## src/rtl/song_player.sv

```systemverilog
// rtl/song_player.sv - built-in song sequencer driving note codes toward the buzzer decoder
//
// Purpose:
//   Walks a fixed note ROM for the selected song. Each ROM entry holds a note code
//   and a length in beats. Every note is one LOAD cycle, then the note code for
//   beats*BEAT_TICKS-GAP_TICKS cycles, then silence for GAP_TICKS cycles. Code 0
//   means silence. The song select is sampled every cycle. A change to the other
//   valid song restarts the sequencer on that song. An invalid select sends it to IDLE.
//
// Ports:
//   iClk         clock
//   iReset_n     asynchronous reset, active low
//   iSongs       signed song select: 1 = song 1, 2 = song 2, anything else = no song
//   oSong_Data   registered note code, 0 = silence
//   oNoteStrobe  one-cycle pulse on the first PLAY cycle of each note
//   oNoteIndex   ROM address of the current note
//   oPlaying     high in LOAD / PLAY / GAP
//   oDone        high in DONE (only reachable when LOOP = 0)

module song_player #(
    parameter int BEAT_TICKS = 12_500_000,
    parameter int GAP_TICKS  = 625_000,
    parameter bit LOOP       = 1'b1
) (
    input  logic              iClk,
    input  logic              iReset_n,
    input  logic signed [4:0] iSongs,
    output logic        [7:0] oSong_Data,
    output logic              oNoteStrobe,
    output logic        [4:0] oNoteIndex,
    output logic              oPlaying,
    output logic              oDone
);

    // The counter must hold the longest possible note (15 beats) without wrapping.
    localparam int CntW = $clog2(15 * BEAT_TICKS + 1);
    localparam logic [CntW-1:0] BeatC = CntW'(BEAT_TICKS);
    localparam logic [CntW-1:0] GapC  = CntW'(GAP_TICKS);
    localparam logic [7:0]      EndNote = 8'hFF;

    typedef enum logic [2:0] {
        sIdle,
        sLoad,
        sPlay,
        sGap,
        sDone
    } state_t;

    state_t          state, nextState;
    logic [1:0]      songId, nextSongId;
    logic [4:0]      addr, nextAddr;
    logic [7:0]      noteReg, nextNote;
    logic [CntW-1:0] cnt, nextCnt;
    logic [7:0]      nextSongData;
    logic            nextStrobe;

    logic [11:0]     romWord;
    logic [7:0]      romNote;
    logic [3:0]      romBeats;
    logic [CntW-1:0] playLen;
    logic            selValid;
    logic [1:0]      selId;

    // Note ROM: {note[7:0], beats[3:0]}. Any address past the song reads the END marker.
    function automatic logic [11:0] romEntry(input logic [1:0] song, input logic [4:0] a);
        logic [11:0] e;
        e = {EndNote, 4'd0};
        if (song == 2'd1) begin
            if (a < 5'd8) begin
                e = {3'b000, a + 5'd1, 4'd1};
            end
        end else if (song == 2'd2) begin
            case (a)
                5'd0:    e = {8'd5, 4'd1};
                5'd1:    e = {8'd5, 4'd1};
                5'd2:    e = {8'd6, 4'd2};
                5'd3:    e = {8'd5, 4'd2};
                5'd4:    e = {8'd8, 4'd2};
                5'd5:    e = {8'd7, 4'd4};
                default: e = {EndNote, 4'd0};
            endcase
        end
        return e;
    endfunction

    assign romWord  = romEntry(songId, addr);
    assign romNote  = romWord[11:4];
    assign romBeats = romWord[3:0];
    // The counter is loaded with the PLAY length minus one, so it terminates on zero.
    assign playLen  = CntW'(romBeats) * BeatC - GapC - 1'b1;

    assign selValid = (iSongs == 5'sd1) || (iSongs == 5'sd2);
    assign selId    = iSongs[1:0];

    // State register. Note code and strobe are registered from their next values.
    always_ff @(posedge iClk or negedge iReset_n) begin
        if (!iReset_n) begin
            state       <= sIdle;
            songId      <= 2'd0;
            addr        <= 5'd0;
            noteReg     <= 8'd0;
            cnt         <= '0;
            oSong_Data  <= 8'd0;
            oNoteStrobe <= 1'b0;
        end else begin
            state       <= nextState;
            songId      <= nextSongId;
            addr        <= nextAddr;
            noteReg     <= nextNote;
            cnt         <= nextCnt;
            oSong_Data  <= nextSongData;
            oNoteStrobe <= nextStrobe;
        end
    end

    // Next-state logic
    always_comb begin
        nextState  = state;
        nextSongId = songId;
        nextAddr   = addr;
        nextNote   = noteReg;
        nextCnt    = cnt;

        case (state)
            sIdle: begin
                if (selValid) begin
                    nextState  = sLoad;
                    nextSongId = selId;
                    nextAddr   = 5'd0;
                end
            end
            sLoad: begin
                if (romNote == EndNote) begin
                    if (LOOP) begin
                        nextAddr = 5'd0;
                    end else begin
                        nextState = sDone;
                    end
                end else begin
                    nextNote  = romNote;
                    nextCnt   = playLen;
                    nextState = sPlay;
                end
            end
            sPlay: begin
                if (cnt == '0) begin
                    nextState = sGap;
                    nextCnt   = GapC - 1'b1;
                end else begin
                    nextCnt = cnt - 1'b1;
                end
            end
            sGap: begin
                if (cnt == '0) begin
                    nextState = sLoad;
                    nextAddr  = addr + 5'd1;
                end else begin
                    nextCnt = cnt - 1'b1;
                end
            end
            sDone: begin
                nextState = sDone;
            end
            default: begin
                nextState = sIdle;
            end
        endcase

        // A select change overrides every internal transition.
        if (state != sIdle) begin
            if (!selValid) begin
                nextState = sIdle;
                nextAddr  = 5'd0;
                nextCnt   = '0;
            end else if (selId != songId) begin
                nextState  = sLoad;
                nextSongId = selId;
                nextAddr   = 5'd0;
                nextCnt    = '0;
            end
        end
    end

    // Output logic. The note code and the strobe are computed from the next state so that their registers line up with it.
    always_comb begin
        nextSongData = 8'd0;
        nextStrobe   = 1'b0;
        if (nextState == sPlay) begin
            nextSongData = nextNote;
            nextStrobe   = (state != sPlay);
        end
    end

    assign oNoteIndex = addr;
    assign oPlaying   = (state == sLoad) || (state == sPlay) || (state == sGap);
    assign oDone      = (state == sDone);

endmodule

```

## config.mk

```make
export PLATFORM = sky130hd
export DESIGN_NAME = song_player
export DESIGN_NICKNAME = d
export VERILOG_FILES = /design/src/rtl/song_player.sv
export SDC_FILE = /design/constraint.sdc
export NUM_CORES = 1
export LEC_CHECK = 0
export BUFFER_PORTS_ARGS = -buffer_cell sky130_fd_sc_hd__buf_2
export CAP_MARGIN = 20
export CORE_MARGIN = 3
export CORE_UTILIZATION = 55
export DETAILED_ROUTE_END_ITERATION = 12
export MAX_ROUTING_LAYER = met4
export PLACE_DENSITY = 0.73
export SLEW_MARGIN = 10
export SYNTH_ARGS = -nofsm -noshare
export SYNTH_HDL_FRONTEND = slang
export SYNTH_SLANG_ARGS = --single-unit
```

## constraint.sdc

```tcl
create_clock -name iClk -period 7.6 [get_ports iClk]
set_input_delay 1.52 -clock iClk [delete_from_list [all_inputs] [get_ports iClk]]
set_output_delay 1.52 -clock iClk [all_outputs]
set_load 0.02 [all_outputs]
```

-- Yosys cells after proc, flatten, opt, wreduce, memory -nomap -nowiden
Cells that the tools add are included.
- multiplexer cells: 35
- eq/ne operators: 17
- magnitude comparators: 1
- add/sub/neg operators: 4
- reductions and logical operators: 8
- multipliers: 1
- operators with widths (cell ; count):
    $mux 28 ; 6
    $pmux 28 s3 ; 1
    $pmux 12 s5 ; 1
    $sub 28x1->28 const B ; 2
    $mux 12 ; 3
    $mux 5 ; 6
    $logic_not 28->1 ; 1
    $sub 28x20->28 const B ; 1
    $mux 8 ; 3
    $mul 4x19->23 const B ; 1
    $mux 3 ; 7
    $eq 5x2->1 const B ; 3
    $eq 5x3->1 const B ; 3
    $pmux 3 s5 ; 1
    $pmux 5 s3 ; 1
    $mux 2 ; 5
    $eq 3x2->1 const B ; 3
    $eq 8x8->1 const B ; 1
    $add 5x1->5 const B ; 1
    $eq 5x1->1 const B ; 1
    $logic_not 5->1 ; 1
    $lt 5x4->1 const B ; 1
    $eq 3x1->1 const B ; 1
    $eq 3x3->1 const B ; 1
    9 further kinds ; 11
- logic and storage cells: 73
- output and inout port bits: 16
- register bits: 55

-- Longest topological paths before layout
- depth in word-level cells: 13
- mapped depth: 20

-- Worst setup path before layout
OpenSTA, ideal clock, no wires.
- path kind: register to register
- start: register addr[3], in the netlist oNoteIndex[3]
- end: register cnt[25]
- setup slack: 2667 ps
- arrival: 4797 ps
- cell stages (with the launch flop): 20
- library setup time: 135 ps
- cell sequence: dfrtp_1 buf_6 or4b_4 nor3_4 inv_1 ha_1 ha_1 ha_1 inv_1 fa_1 clkbuf_1 nand2b_1 a2111oi_0 o21ai_1 a31oi_1 o32ai_1 a2111oi_4 xor2_1 o211ai_1 nor3b_1
- longest elaborated chain between the ends: 13
- elaborated cells on any way between the ends: 22
- classes of those cells: 3 x add/sub; 1 x mul; 1 x order compare; 6 x eq/ne; 9 x mux; 2 x reduce/logical
- RTL lines (what ; line ; source):
    start, declared ; 51 ; logic [4:0] addr, nextAddr;
    start signal, assigned ; 108 ; addr <= nextAddr;
    $eq 5x1->1 or $logic_not 5->1 (tied branches) ; 73 ; case (a)
    $reduce_or 2->1 (no source line) ; n/a ;
    $pmux 12 s5 ; 73 ;
    $mux 12 ; 72 ; end else if (song == 2'd2) begin
    $mux 12 * ; 68 ; if (song == 2'd1) begin
    $mul 4x19->23 ; 90 ; assign playLen = CntW'(romBeats) * BeatC - GapC - 1'b1;
    $sub 28x20->28 ; 90 ;
    $sub 28x1->28 ; 90 ;
    $mux 28 * ; 133 ; if (romNote == EndNote) begin
    $pmux 28 s3 * ; 124 ; case (state)
    $mux 28 ; 175 ; end else if (selId != songId) begin
    $mux 28 ; 171 ; if (!selValid) begin
    $mux 28 * ; 170 ; if (state != sIdle) begin
    named net nextCnt[25] ; 53 ; logic [CntW-1:0] cnt, nextCnt;
    end signal, assigned ; 110 ; cnt <= nextCnt;
    end, declared ; 53 ;
The timed path passes the listed nets; every way through them passes the cells marked *.

-- Worst setup path after layout
Same ends and word-level chain as after synthesis.

==> metrics <==
# Max-Cap Violations 0; post_cts resized 0; Worst Hold End noteReg[3]; CTS tree yes; r2r setup slk 2130 ps; core area 7490 µm²; Post-synth top flop dfrtp_1; nets 582; final hold viol count 0; crit path kind reg2reg; DRC 0; Peak VDD IR 0.0807 mV; Worst EP required 7850 ps; First-pass DRT Iterations 5; clk sink count 55; Syn Area/Cell 7.95 µm²; DIE HEIGHT 95.2 µm; status finished, final reports clean; Synth top area share 0.315; minimum clock period after layout 5470 ps; Worst setup EP type register; largest cells by area after synthesis dfrtp_1 (31%), nor2_1 (6.5%), ha_1 (6.3%), a21oi_1 (5.7%), o21ai_0 (4.1%); clk slew on worst S/H paths 110 ps; Die Wd 95.2 µm; Clock Root Buffer clkbuf_8; Power Density 157 nW/µm²; Cell Rows 31; Boundary Pins 23; number of global-route vias before repair 3896; TNS Setup 0 ps; clk_lat worst skew 320 ps; final wirelength 11400 µm; count leader, synth nor2_1; post-synthesis sequential area ratio 0.315; worst flop-to-flop path endpoint cnt[25]; synthesis-to-finish area growth 5.23%; FF-to-FF Start oNoteIndex[3]; hold_buf cts 0; hold path depth 2; initial antenna violation count 0; setup bufs post-CTS 0; vias per cell 6.45; Mapped Cells 550; H-tree levels 2; Routed Antenna Nets 0; commonest cells in the netlist nor2_1 (76), dfrtp_1 (55), a21oi_1 (50), nand2_1 (43), o21ai_0 (36); IO buf count 22; FFs w/ async S/R, synth 1.00; Synth Warn # 0; cell taking the most area after synthesis dfrtp_1; First DRT Iteration DRCs 388; Final period util 0.719; Post-Syn Nets 580; Slew Limit Fails 0; routed length per instance 17.5 µm; Hold Startpoint noteReg[3]; startpoint class of the critical path register; Final setup violation count 0; number of synthesized flops with an enable pin 0; clock tree buffer depth 2; largest net degree at the start of global routing 56; die area 9060 µm²; Cell Area, Synth 4370 µm²; Yosys cell types 67; unrepaired setup endpoints after global routing no; Hold Crit Class reg2reg; Fillers 670; FMAX 183 MHz; fin cells 652; leak pwr 1.96 nW; Total GRT Usage 0.277; CTS Buf Count 5; relative slew slack 0.500; Placed Cells 644; worst reg-to-reg path cell count 17; grt total ovfl 0; Synth Register Bits 55; Initial Util 0.584; layout cell share with drive strength beyond 1 0.0958; worst clock skew 8.84 ps; Min Hold Slack 493 ps; CP max FO 10; DP HPWL 8250 µm; first-pass GRT wire length 19300 µm; # diodes 0; worst-margin pin slew 750 ps; RePlAce Congestion 0.993; Vias 4203; WP data arrival 5710 ps
worst max path at each step:
| stage | slack [ps] | endpoint | cells past startpoint | from |
|---|---|---|---|---|
| 2_1_floorplan | 2670 | cnt[25] | 19 | oNoteIndex[3] |
| 3_3_place_gp | 2480 | cnt[25] | 17 | oNoteIndex[3] |
| 3_5_place_dp | 2310 | cnt[25] | 17 | oNoteIndex[3] |
| 4_1_cts | 2270 | cnt[25] | 17 | oNoteIndex[3] |
| 5_1_grt | 1730 | cnt[25] | 19 | oNoteIndex[0] |
| 6_report | 2130 | cnt[25] | 17 | oNoteIndex[3] |
layout make-up:
type / count / area, µm² / area share
well taps: 99 / 124 / 0.0269
flip-flops and latches: 55 / 1380 / 0.299
multi-input cells: 448 / 2810 / 0.610
clock inverters: 3 / 27.5 / 0.00598
inverters: 17 / 63.8 / 0.0139
clock buffers: 5 / 68.8 / 0.0149
repair buffers: 25 / 133 / 0.0288
registers in the layout, indices dropped and copies added, names as in the netlist:
register,cells
oNoteStrobe,1
noteReg,8
state,3
songId,2
cnt,28
oNoteIndex,5
oSong_Data,8
cells in the final DEF (no fill, tap or decap), types with 10 or more instances in the layout:
cell      instances
nor3_1           28
ha_1             22
nor2_1           76
a211oi_1         12
a31oi_1          10
nand2_1          43
inv_1            16
o21ai_0          36
xnor2_1          10
xor2_1           14
nand3_1          11
a21oi_1          50
nand2b_1         11
dfrtp_1          55
buf_2            22
logic make-up after synthesis:
| family | after synthesis | synth area share |
|---|---|---|
| fa+ha+maj | 23 | 0.0675 |
| xor+xnor | 26 | 0.0569 |
| simple gates | 233 | 0.272 |
| flops | 55 | 0.315 |
| mux | 4 | 0.00944 |
| compound gates | 162 | 0.237 |
| buf+inv | 47 | 0.0429 |
routing by layer:
| metal | up-vias | GRT usage | part of all wire |
|---|---|---|---|
| met2 | 190 | 0.423 | 0.47 |
| met3 | 12 | 0.0489 | 0.073 |
| met5 | - | - | 0 |
| met1 | 1993 | 0.383 | 0.45 |
| met4 | 0 | 0.0661 | 0.010 |
| li1 | 2008 | - | - |
stage by stage:
stage	worst slack [ps]	power [mW]	util	area, µm²
2_1_floorplan	2670	0.502	-	4370
3_3_place_gp	2480	0.544	0.602	4510
3_5_place_dp	2310	0.548	0.602	4510
4_1_cts	2270	0.723	0.615	4600
5_1_grt	1730	0.772	0.615	4600
6_report	2130	0.723	0.615	4600
where the power goes:
group          internal [mW]  switching (mW)  leakage [nW]
Clock                 0.0680           0.109        0.0463
Combinational         0.0748           0.104          1.20
Sequential             0.331          0.0364         0.720
Total                  0.474           0.249          1.96
critical path: stages (launching register included):
cell       delay [ps]
dfrtp_1           490
or4b_4            620
nor3_4            410
inv_1             160
ha_1              390
ha_1              310
ha_1              210
inv_1              70
fa_1              490
nand2b_1          230
a2111oi_0         490
o21ai_1           190
a31oi_1           260
o32ai_1           170
a2111oi_4         420
xor2_1            110
o211ai_1          160
nor3b_1           200
Power figures use the tool's default switching activity.
